$ cat src/rtl/reaction_stats.sv
// Reaction-time statistics: captures NUM_ROUNDS round times and tracks best, worst and average.
// Once a game is complete, the results are cycled on the display.
module reaction_stats #(
    parameter int TIME_W     = 10,
    parameter int NUM_ROUNDS = 4,
    parameter int HOLD_TICKS = 150,
    parameter int TIME_MAX   = 999
) (
    input  logic              clk,
    input  logic              reset_n,
    input  logic              tick,
    input  logic              time_valid,
    input  logic [TIME_W-1:0] time_in,
    input  logic              clear,
    output logic              done,
    output logic [3:0]        round_cnt,
    output logic [TIME_W-1:0] disp_val,
    output logic [2:0]        disp_sel,
    output logic              disp_blank,
    output logic [TIME_W-1:0] best,
    output logic [TIME_W-1:0] worst,
    output logic [TIME_W-1:0] avg
);
    localparam int SUM_W  = TIME_W + 3;
    localparam int LOG2N  = $clog2(NUM_ROUNDS);
    localparam int HOLD_W = $clog2(HOLD_TICKS + 1);
    localparam logic [3:0]        LAST_STEP = 4'(NUM_ROUNDS + 2);
    localparam logic [TIME_W-1:0] V_MAX     = TIME_W'(TIME_MAX);

    typedef enum logic {COLLECT, CYCLE} state_t;

    state_t              state_q, state_d;
    logic [3:0]          round_cnt_q, round_cnt_d;
    logic                done_q, done_d;
    logic [SUM_W-1:0]    sum_q, sum_d;
    logic [TIME_W-1:0]   best_q, best_d;
    logic [TIME_W-1:0]   worst_q, worst_d;
    logic [TIME_W-1:0]   avg_q, avg_d;
    logic [TIME_W-1:0]   disp_val_q, disp_val_d;
    logic [2:0]          disp_sel_q, disp_sel_d;
    logic                disp_blank_q, disp_blank_d;
    logic [HOLD_W-1:0]   hold_q, hold_d;
    logic [3:0]          step_q, step_d;
    logic [TIME_W-1:0]   slot_q [NUM_ROUNDS];
    logic [TIME_W-1:0]   slot_d [NUM_ROUNDS];

    logic                capture;
    logic [TIME_W-1:0]   cap_v;
    logic [3:0]          adv_step;
    logic [2:0]          adv_sel;
    logic [TIME_W-1:0]   adv_val;

    assign cap_v   = (time_in > V_MAX) ? V_MAX : time_in;
    assign capture = !clear && (state_q == COLLECT) && time_valid;

    generate
        for (genvar gi = 0; gi < NUM_ROUNDS; gi++) begin : g_slot
            assign slot_d[gi] = clear ? '0 :
                                (capture && round_cnt_q == 4'(gi)) ? cap_v : slot_q[gi];
        end
    endgenerate

    // The step index is kept apart from the label because round labels can overlap 5..7.
    always_comb begin
        adv_step = (step_q == LAST_STEP) ? 4'd0 : step_q + 4'd1;
        adv_sel  = 3'd7;
        adv_val  = avg_q;
        if (adv_step < 4'(NUM_ROUNDS)) begin
            adv_sel = adv_step[2:0];
            adv_val = slot_q[adv_step[LOG2N-1:0]];
        end else if (adv_step == 4'(NUM_ROUNDS)) begin
            adv_sel = 3'd6;
            adv_val = best_q;
        end else if (adv_step == 4'(NUM_ROUNDS + 1)) begin
            adv_sel = 3'd5;
            adv_val = worst_q;
        end
    end

    always_comb begin
        state_d      = state_q;
        round_cnt_d  = round_cnt_q;
        done_d       = done_q;
        sum_d        = sum_q;
        best_d       = best_q;
        worst_d      = worst_q;
        avg_d        = avg_q;
        disp_val_d   = disp_val_q;
        disp_sel_d   = disp_sel_q;
        disp_blank_d = disp_blank_q;
        hold_d       = hold_q;
        step_d       = step_q;
        if (clear) begin
            state_d      = COLLECT;
            round_cnt_d  = '0;
            done_d       = 1'b0;
            sum_d        = '0;
            best_d       = '1;
            worst_d      = '0;
            avg_d        = '0;
            disp_val_d   = '0;
            disp_sel_d   = '0;
            disp_blank_d = 1'b1;
            hold_d       = '0;
            step_d       = '0;
        end else if (state_q == COLLECT) begin
            if (time_valid) begin
                round_cnt_d  = round_cnt_q + 4'd1;
                sum_d        = sum_q + SUM_W'(cap_v);
                best_d       = (cap_v < best_q) ? cap_v : best_q;
                worst_d      = (cap_v > worst_q) ? cap_v : worst_q;
                disp_blank_d = 1'b0;
                disp_sel_d   = round_cnt_q[2:0];
                disp_val_d   = cap_v;
                if (round_cnt_q == 4'(NUM_ROUNDS - 1)) begin
                    done_d     = 1'b1;
                    avg_d      = TIME_W'(sum_d >> LOG2N);
                    state_d    = CYCLE;
                    step_d     = '0;
                    hold_d     = '0;
                    disp_sel_d = 3'd0;
                    disp_val_d = slot_q[0];
                end
            end
        end else if (tick) begin
            if (hold_q == HOLD_W'(HOLD_TICKS - 1)) begin
                hold_d     = '0;
                step_d     = adv_step;
                disp_sel_d = adv_sel;
                disp_val_d = adv_val;
            end else begin
                hold_d = hold_q + HOLD_W'(1);
            end
        end
    end

    always_ff @(posedge clk or negedge reset_n) begin
        if (!reset_n) begin
            state_q      <= COLLECT;
            round_cnt_q  <= '0;
            done_q       <= 1'b0;
            sum_q        <= '0;
            best_q       <= '1;
            worst_q      <= '0;
            avg_q        <= '0;
            disp_val_q   <= '0;
            disp_sel_q   <= '0;
            disp_blank_q <= 1'b1;
            hold_q       <= '0;
            step_q       <= '0;
            for (int i = 0; i < NUM_ROUNDS; i++) slot_q[i] <= '0;
        end else begin
            state_q      <= state_d;
            round_cnt_q  <= round_cnt_d;
            done_q       <= done_d;
            sum_q        <= sum_d;
            best_q       <= best_d;
            worst_q      <= worst_d;
            avg_q        <= avg_d;
            disp_val_q   <= disp_val_d;
            disp_sel_q   <= disp_sel_d;
            disp_blank_q <= disp_blank_d;
            hold_q       <= hold_d;
            step_q       <= step_d;
            slot_q       <= slot_d;
        end
    end

    assign done       = done_q;
    assign round_cnt  = round_cnt_q;
    assign disp_val   = disp_val_q;
    assign disp_sel   = disp_sel_q;
    assign disp_blank = disp_blank_q;
    // The internal minimum starts at all ones, so it is hidden until something is captured.
    assign best       = (round_cnt_q == 4'd0) ? '0 : best_q;
    assign worst      = worst_q;
    assign avg        = avg_q;

endmodule

$ cat config.mk
export PLATFORM = sky130hd
export DESIGN_NAME = reaction_stats
export DESIGN_NICKNAME = d
export VERILOG_FILES = /design/src/rtl/reaction_stats.sv
export SDC_FILE = /design/constraint.sdc
export NUM_CORES = 1
export LEC_CHECK = 0
export CELL_PAD_IN_SITES_DETAIL_PLACEMENT = 1
export CELL_PAD_IN_SITES_GLOBAL_PLACEMENT = 2
export CORE_ASPECT_RATIO = 0.7
export CORE_MARGIN = 5
export CORE_UTILIZATION = 32
export CTS_CLUSTER_SIZE = 16
export DETAILED_ROUTE_END_ITERATION = 12
export PLACE_DENSITY = 0.88
export SLEW_MARGIN = 20
export SYNTH_ARGS = -nofsm -noshare
export SYNTH_HDL_FRONTEND = slang
export SYNTH_SLANG_ARGS = --single-unit
$ cat constraint.sdc
create_clock -name clk -period 2.4 [get_ports clk]
set_clock_uncertainty 0.1 [all_clocks]
set_input_delay 0.6 -clock clk [delete_from_list [all_inputs] [get_ports clk]]
set_output_delay 0.6 -clock clk [all_outputs]
set_load 0.02 [all_outputs]
==> results.toml, run 1 <==
[status]
outcome = "finished, violations left"
violations = "negative setup slack"

[job]
max-cap-violations = 0

[pwr]
power_frac_seq_pct = 33.6
vdd_drop_max_mv = 0.512
switching_power_mw = 1.88
cell_internal_pwr_mw = 4.55
p_sw_share_pct = 29.2
p_leak_nw = 4.28
power.density_mw_per_mm2 = 680
power_frac_comb_pct = 24.1
clkPwrFrac_pct = 42.3

[synthesis]
synth_area_leaders = "dfrtp_1, nand2_1, nor2_1, ha_1, dfstp_2"
yosysTopAreaCell = "dfrtp_1"
synth_cell_type_count = 64
postSynthAreaPerCell_um2 = 8.82
yosys_warnings = 0
synth-seq-area-share_pct = 42.9
async_reset_ff_share_pct = 100
netlist_area_mm2 = 0.00669
synthCells = 758
syn_nets = 803
synth_flop_cell = "dfrtp_1"
synth_edf_count = 0
ys_ff_latch = 114
synth_top_area_share_pct = 38.5

[sta]
fin_crit_ns = 2.73
finalHoldViolCount = 0
setup_viol = 35
fmax_ghz = 0.366
drv_slew = 0
worst_pin_slew_ns = 0.574
relSlewSlack_pct = 61.8
period_share_pct = 114
rsz0062_at_grt = "true"
hold_ws_ns = 0.392
worst_slack_ns = -0.334

[grt]
antenna_found_initial = 0
use_met2_pct = 32.9
grt_pass1_vias = 6760
grt_util_met1_pct = 31.5
top_usage_layer = "met2"
grt_use_total_pct = 21.7
grt_pass1_wl_um = 39800
grtUsageMet3_pct = 5.01
grt_overflow = 0
grt_start_max_net_pins = 53

[drt]
first_pass_iters = 7
final_antenna_net_count = 0
wl_um = 26200
post-route-drc-count = 0
vias_per_cell = 5.45
num_vias = 6554
avgRoutedWirePerCell_um = 21.8
drtIter0Drc = 520

[clock_network]
cts_buffers = 17
htree_levels = 4
clockBufferDepth = 2
clk_latency_ns = 0.42
clk_pin_slew_ns = 0.06
cts_tree = "built"
cts.sink_count = 114
cts_root_buffer = "clkbuf_16"

[floorplanning]
die_area_mm2 = 0.0239
die_width_um = 183
core_area_mm2 = 0.0206
die_h_um = 131
start_util_pct = 32.4
fp-row-count = 44
io_pins = 64

[worst_setup_path]
cp_max_fo = 3
critPathKind = "in2reg"
start_kind = "input port"
cp.required_ns = 2.61
worstSetupEndpointType = "flip-flop"
arrival_ns = 2.94

[layout]
multi_input_area_mm2 = 0.00384
drive_gt1_share_pct = 27.7
diodes = 0
final_area_mm2 = 0.00945
ff_latch_area_mm2 = 0.00287
area_delta_synth_final_pct = 41.3
nets = 959
nFillCells = 2375

[min_path]
hp-class = "reg2reg"

[placement]
portBuffers = 63
gp_congestion = 0.845
postPlaceCellArea_mm2 = 0.00834
place_ws_ns = -1.16
dp_hpwl_um = 18200
==> synth_stat cells (all sizes together), types with 2 or more instances <==
cell type and count:
mux2i 11, buf 10, nand2 130, or2 2, o21ai 29, a21o 8
a32oi 2, dfrtp 103, xor2 9, o211a 2, o221ai 12, nor2 102
inv 32, xnor2 13, and3 4, a21oi 35, or3 3, nor3 11
a21boi 3, clkbuf 38, o211ai 12, a211oi 8, a31oi 41, o31ai 6
and2 11, nand4b 2, ha 29, a22o 23, maj3 4, dfstp 11
o22ai 11, nand4 11, nand3 10, nor2b 7
==> power groups by stage <==
stage                     clock [mW]  sequential (mW)  combinational (mW)
final                           2.72             2.16                1.55
after global routing            2.86             2.18                1.66
after CTS                       2.75             2.16                1.39
after detailed placement           0             2.19                1.34
after global placement             0             2.18                1.31
after floorplan                    0             2.22               0.636
==> final cells by class <==
| class | count | area share (%) |
|---|---|---|
| well taps | 276 | 3.65 |
| flip-flops and latches | 114 | 30.4 |
| clock buffers | 28 | 5.57 |
| repair buffers | 187 | 17.5 |
| inverters | 32 | 1.30 |
| clock inverters | 4 | 1.01 |
| multi-input cells | 562 | 40.6 |
==> per-stage QoR <==
step           instances  power [mW]  util, %  TNS [ns]
6_report            1203        6.43     45.8     -4.43
5_1_grt             1203        6.70     45.8     -6.86
4_1_cts             1196        6.30     43.9     -4.75
3_5_place_dp        1158        3.52     40.4    -39.67
3_3_place_gp        1158        3.49     40.4    -36.72
2_1_floorplan        758        2.86        -    -14.22
==> worst paths after layout <==
check / from / to / slack (ns) / cells past startpoint
setup / recovery: time_in[3] / sum_q[11]$_DFFE_PN0P_ / -0.33 / 14
hold / removal: slot_q[4]$_DFFE_PN0P_ / slot_q[4]$_DFFE_PN0P_ / 0.39 / 2
setup reg to reg: sum_q[0]$_DFFE_PN0P_ / sum_q[6]$_DFFE_PN0P_ / -0.04 / 8
hold reg to reg: slot_q[4]$_DFFE_PN0P_ / slot_q[4]$_DFFE_PN0P_ / 0.39 / 2
max in group asynchronous: reset_n / disp_blank$_DFFE_PN1P_ / 1.01 / 3
min in group asynchronous: reset_n / worst[8]$_DFFE_PN0P_ / 0.52 / 2
==> flip-flops by register name, indices dropped and copies added (netlist names), 4 cells and up <==
name	cells
avg	10
step_q	4
round_cnt	4
best_q	10
sum_q	12
worst	10
hold_q	8
disp_val	10
slot_q	40
==> worst max-delay path, stage by stage <==
cell	delay [ns]
buf_6	0.10
nor2_4	0.12
nor3_4	0.06
buf_6	0.12
nor2_4	0.12
inv_2	0.08
ha_4	0.26
a21o_1	0.14
a21oi_2	0.07
maj3_2	0.35
or4_4	0.47
a311oi_4	0.23
xnor2_1	0.16
nor2_1	0.06
==> cells in the final DEF, fill, tap and decap left out, types with 6 or more instances in the layout <==
cell	instances
dfstp_2	11
clkbuf_8	6
a211oi_1	8
nor2_1	96
a21oi_1	31
a31oi_1	36
o21ai_2	6
ha_4	7
buf_12	7
a21o_1	8
xnor2_2	6
clkbuf_16	17
xor2_1	9
a22o_1	20
and2_1	10
o22ai_1	10
dfrtp_1	101
ha_1	22
nand4_1	11
o221ai_1	10
xnor2_1	6
buf_6	16
o211ai_1	12
mux2i_1	11
clkdlybuf4s50_1	40
buf_4	113
nand3_1	8
inv_1	29
nand2_1	129
o21ai_1	7
o21ai_0	15
==> cells by family (layout without fill, tap and decap cells) <==
family	count (synthesis)	in the layout	share of synthesized area, %
xor gates and xnor gates	22	22	2.88
DFF	114	114	42.9
adders and majority gates	34	34	6.38
muxes	11	11	1.65
buffers and inverters	82	251	6.23
AOI/OAI and AO/OA	197	197	20.2
and+or+nand+nor	298	298	19.8
==> repair_timing <==
action / CTS / global route
endpoints found under the setup margin: 51 / 60
gates resized for setup: 106 / 69
endpoints found under the hold margin: 15 / 0
pin swaps: 30 / 42
setup buffers: 5 / 10
hold buffers: 1 / 0
==> routing by layer <==
layer  wire length, um  share of wire, %
met1             12500                48
met2             11800                45
met3              1470               5.6
met4               374               1.4
met5                 0                 0
No activity file was read; power rests on OpenSTA's default activity.
==> run 2, diff against run 1 <==
- CORE_UTILIZATION: 32 -> 39
- PLACE_DENSITY: 0.88 -> 0.95
- SLEW_MARGIN: 20 -> unset
- clock period: 2.4 -> 3.5 ns (I/O delays scaled with it)
==> run 2 against run 1 <==
Compared with the run above:
- power down 33%
- combinational power is 45% lower
- non-clock buffer count decreased by 64
- final cell count is 9.1% lower
- clock-buffer cell count fell by 5
- die area decreased by 17%
- highest routed layer unchanged
- the flow now finishes without violations
- worst setup slack improved by 0.51 ns
- sequential share of layout area up 3.5 points
- critical path depth shrank 10
- critical path type is now reg2out
==> results.toml, run 2 (same netlist as run 1, synthesis figures left out) <==
[status]
outcome = "complete, no violations"

[grt]
grt_use_total_pct = 24.9
grt_pass1_vias = 6985
grt_pass1_wl_um = 39000
antenna_found_initial = 0
grt_overflow = 0
grt_start_max_net_pins = 74

[worst_setup_path]
worstSetupEndpointType = "primary output"
slowest_stage = "clkdlybuf4s50_1"
max_stage_delay_ns = 0.57
start_kind = "flip-flop"
arrival_ns = 2.34
cp_num_buf_inv = 1
startpoint = "round_cnt[3]$_DFFE_PN0P_"
path_cells = "nor2_1, and2_1, nor2_1, clkdlybuf4s50_1"
critPathKind = "reg2out"
path_common_cell = "nor2_1"
cp.required_ns = 2.52
r2r-start = "round_cnt[0]$_DFFE_PN0P_"
path_delay_family = "simple AND/OR/NAND/NOR gates"
cp_max_fo = 12
rrSetupSlack_ns = 0.76

[drt]
num_vias = 6399
final_antenna_net_count = 0
post-route-drc-count = 0
wl_um = 24700
first_pass_iters = 5
avgRoutedWirePerCell_um = 22.6
vias_per_cell = 5.85
drtIter0Drc = 493

[sta]
fmax_ghz = 0.301
relSlewSlack_pct = 32.3
drv_slew = 0
fin_crit_ns = 3.32
finalHoldViolCount = 0
setup_viol = 0
period_share_pct = 94.8
worst_pin_slew_ns = 1.01
rsz0062_at_grt = "false"

[layout]
nFillCells = 1960
fin_util_pct = 49.8
largest-register = "slot_q"
final_cell_mix = "nand2_1, dfrtp_1, nor2_1"
drive_gt1_share_pct = 15.6
diodes = 0
area_delta_synth_final_pct = 26.8
final_common_cell = "nand2_1"
largest_reg_flops = 40
nets = 895
reg.largest.list = "slot_q: 40 flops, sum_q: 12 flops"

[floorplanning]
io_pins = 64
start_util_pct = 39.3
die_h_um = 120
die_area_mm2 = 0.0199
die_width_um = 167
core_area_mm2 = 0.0170
fp-row-count = 40

[pwr]
switching_power_mw = 1.22
p_sw_share_pct = 28.5
vdd_drop_max_mv = 0.288
power_frac_comb_pct = 19.7
clkPwrFrac_pct = 45.8
total_power_mw = 4.29
cell_internal_pwr_mw = 3.07
p_leak_nw = 3.85
power_frac_seq_pct = 34.5
power.density_mw_per_mm2 = 507

[clock_network]
cts_tree = "built"
clk_pin_slew_ns = 0.06
clockBufferDepth = 2
htree_levels = 4
cts_root_buffer = "clkbuf_16"
clk_latency_ns = 0.42
cts_buffers = 17
cts.sink_count = 114

[min_path]
hp-class = "in2async"

[placement]
portBuffers = 63
gp_congestion = 0.938
dp_hpwl_um = 17400

[job]
max-cap-violations = 0
==> run 2: cell types whose count changed in the layout (fill, tap and decap cells not counted), moves of 7 or more <==
cell	change
clkdlybuf4s50_1	+14
o21ai_0	+9
buf_6	-16
buf_4	-53
ha_4	-7
xnor2_1	+7
ha_1	+7
==> run 2: worst register-to-register path, stage by stage, from the launching register on <==
cell and delay [ns]:
dfrtp_1 0.34, buf_4 0.17, ha_1 0.20, or3b_2 0.67, o211ai_1 0.34, and3_1 0.25
and3_1 0.20, nand4_1 0.12, xor2_1 0.19, nor2_1 0.05
==> run 2: what timing repair did <==
| action | CTS | global route |
|---|---|---|
| pin swaps | 3 | 1 |
| setup endpoints to repair | 10 | 12 |
| hold buffers | 0 | 0 |
| setup buffers | 1 | 0 |
| resized for setup | 9 | 10 |
==> run 2: worst paths after layout <==
| path | end | cells after the start |
|---|---|---|
| setup / recovery | best[1] | 4 |
| hold / removal | worst[9]$_DFFE_PN0P_ | 1 |
| setup reg to reg | hold_q[7]$_DFFE_PN0P_ | 9 |
| hold reg to reg | slot_q[0]$_DFFE_PN0P_ | 2 |
| max in group asynchronous | disp_blank$_DFFE_PN1P_ | 2 |
| min in group clk | slot_q[0]$_DFFE_PN0P_ | 2 |
==> run 2: final cells by class <==
class | count | area (um^2) | area share, %
clock buffers | 23 | 478 | 5.64
flip-flops and latches | 114 | 2870 | 33.8
clock inverters | 9 | 176 | 2.08
repair buffers | 123 | 1090 | 12.9
well taps | 231 | 289 | 3.41
inverters | 32 | 123 | 1.45
multi-input cells | 562 | 3450 | 40.7
==> run 2: per-stage QoR <==
step	TNS (ns)	cell area, um^2	cells	worst slack, ns	hold WS (ns)
detailed placement	-10.00	7760	1061	-0.465	0.382
CTS	0	8450	1094	0.00557	0.359
global route	0	8480	1094	0.0351	0.381
floorplan	0	6690	758	0.0132	0.350
finish	0	8480	1094	0.181	0.331
global placement	-4.63	7760	1061	-0.401	0.362
==> run 2: metal layers <==
| layer | share of wire, % | GRT usage (%) | up-vias | routed length (um) |
|---|---|---|---|---|
| met3 | 7.1 | 6.55 | 51 | 1760 |
| li1 | - | - | 2857 | - |
| met1 | 44 | 33.2 | 3248 | 10900 |
| met5 | 0 | 0 | - | 0 |
| met2 | 46 | 39.6 | 243 | 11300 |
| met4 | 2.8 | 8.53 | 0 | 690 |
==> run 2: power groups by stage <==
stage                     clock network, mW  registers, mW  logic (mW)
after global placement                    0           1.49       0.776
after global routing                   2.04           1.49       0.910
final                                  1.97           1.48       0.846
after detailed placement                  0           1.50       0.816
after floorplan                           0           1.52       0.424
after CTS                              1.97           1.48       0.837
==> run 3, diff against run 2 <==
- CTS_BUF_LIST: unset -> sky130_fd_sc_hd__clkbuf_8 sky130_fd_sc_hd__clkbuf_16
==> run 3 against run 2 <==
Compared with the run above:
- non-clock buffer count did not move
- sequential share of layout area did not move
- clock power about the same
- routed wire length is 0.19% lower
- worst setup slack about the same
- die area did not move
- power shrank 0.25%
- core utilization did not move
- critical endpoint unchanged
- largest cell class unchanged
- sequential power about the same
- first-iteration DRC count shrank 1.2%
- critical path depth did not move
- combinational power hardly changed
==> results.toml, run 3 (same netlist as run 1, synthesis figures left out) <==
[layout]
drive_gt1_share_pct = 15.6
nets = 895
reg.largest.list = "slot_q: 40 flops, sum_q: 12 flops"
nFillCells = 1960
largest_reg_flops = 40
final_cell_mix = "nand2_1, dfrtp_1, nor2_1"
largest-register = "slot_q"
fin_util_pct = 49.8
area_delta_synth_final_pct = 26.8
ff_latch_area_mm2 = 0.00287
final_common_cell = "nand2_1"
multi_input_area_mm2 = 0.00345
diodes = 0

[pwr]
total_power_mw = 4.28
p_leak_nw = 3.86
vdd_drop_max_mv = 0.288
power.density_mw_per_mm2 = 505

[placement]
dp_hpwl_um = 17400
portBuffers = 63
gp_congestion = 0.938
place_ws_ns = -0.465

[sta]
worst_pin_slew_ns = 1.03
drv_slew = 0
setup_viol = 0
period_share_pct = 94.8
rsz0062_at_grt = "false"
finalHoldViolCount = 0
worst_slack_ns = 0.181
relSlewSlack_pct = 31.4
fmax_ghz = 0.301
fin_crit_ns = 3.32
hold_ws_ns = 0.332

[worst_setup_path]
path_cells = "nor2_1, and2_1, nor2_1, clkdlybuf4s50_1"
arrival_ns = 2.34
critPathKind = "reg2out"
timing.rr.end = "hold_q[7]$_DFFE_PN0P_"
startpoint = "round_cnt[3]$_DFFE_PN0P_"
slowest_stage = "clkdlybuf4s50_1"
path_delay_family = "simple AND/OR/NAND/NOR gates"
worstSetupEndpointType = "primary output"
r2r-start = "round_cnt[0]$_DFFE_PN0P_"
start_kind = "flip-flop"
max_stage_delay_ns = 0.57
path_common_cell = "nor2_1"
reg2regPathDepth = 9
cp_max_fo = 12
cp_num_buf_inv = 1
cp.required_ns = 2.52
rrSetupSlack_ns = 0.76

[status]
outcome = "complete, no violations"

[drt]
first_pass_iters = 6
drtIter0Drc = 487
wl_um = 24700
vias_per_cell = 5.85
final_antenna_net_count = 0
avgRoutedWirePerCell_um = 22.6
num_vias = 6400
post-route-drc-count = 0

[floorplanning]
io_pins = 64
fp-row-count = 40
die_h_um = 120
die_area_mm2 = 0.0199
core_area_mm2 = 0.0170
die_width_um = 167
start_util_pct = 39.3

[clock_network]
cts.sink_count = 114
htree_levels = 4
clk_latency_ns = 0.42
cts_buffers = 17
cts_tree = "built"
clk_pin_slew_ns = 0.06
clockBufferDepth = 2
cts_root_buffer = "clkbuf_16"

[grt]
grt_start_max_net_pins = 74
grt_use_total_pct = 24.9
antenna_found_initial = 0
grt_overflow = 0
grt_pass1_wl_um = 39000
grt_pass1_vias = 6985

[min_path]
hp-class = "in2async"

[job]
max-cap-violations = 0
run 3: stage by stage:
stage	instance area [um^2]	setup TNS, ns	instances
final	8480	0	1094
after global routing	8480	0	1094
after CTS	8450	0	1094
after detailed placement	7760	-10.00	1061
after global placement	7760	-4.63	1061
after floorplan	6690	0	758
run 3: final cells by class:
class | count | share of cell area, %
Sequential cell | 114 | 33.8
Clock inverter | 12 | 2.21
Clock buffer | 20 | 5.51
Tap cell | 231 | 3.41
Inverter | 32 | 1.45
Timing Repair Buffer | 123 | 12.9
Multi-Input combinational cell | 562 | 40.7
run 3: report_power, final:
part           leakage, nW  switching [mW]  internal, mW  total (mW)
Sequential            1.51          0.0757          1.41        1.48
Clock                0.330           0.647          1.31        1.96
Combinational         2.02           0.499         0.347       0.846
Total                 3.86            1.22          3.06        4.28
run 3: worst max path at each step:
| stage | endpoint | slack (ns) | depth (start not counted) |
|---|---|---|---|
| 4_1_cts | sum_q[6]$_DFFE_PN0P_ | 0.006 | 12 |
| 2_1_floorplan | sum_q[6]$_DFFE_PN0P_ | 0.01 | 12 |
| 3_5_place_dp | sum_q[6]$_DFFE_PN0P_ | -0.46 | 12 |
| 3_3_place_gp | sum_q[6]$_DFFE_PN0P_ | -0.40 | 12 |
| 6_report | best[1] | 0.18 | 4 |
| 5_1_grt | best[1] | 0.04 | 4 |
run 3: worst reg2reg max path, stage by stage, from the launching register on:
cell and delay, ns:
dfrtp_1 0.34, buf_4 0.17, ha_1 0.20, or3b_2 0.67, o211ai_1 0.34, and3_1 0.25, and3_1 0.20, nand4_1 0.12
xor2_1 0.19, nor2_1 0.05
run 3: what timing repair did:
action | in CTS | in global routing
hold buffers | 0 | 0
pin swaps | 3 | 1
resized for setup | 9 | 10
buffers inserted | 1 | 0
endpoints found under the setup margin | 10 | 12
run 3: per-layer routing:
metal  part of all wire, %  track usage [%]
met5                     0                0
met1                    44             33.2
met4                   2.8             8.53
met2                    46             39.6
met3                   7.3             6.55
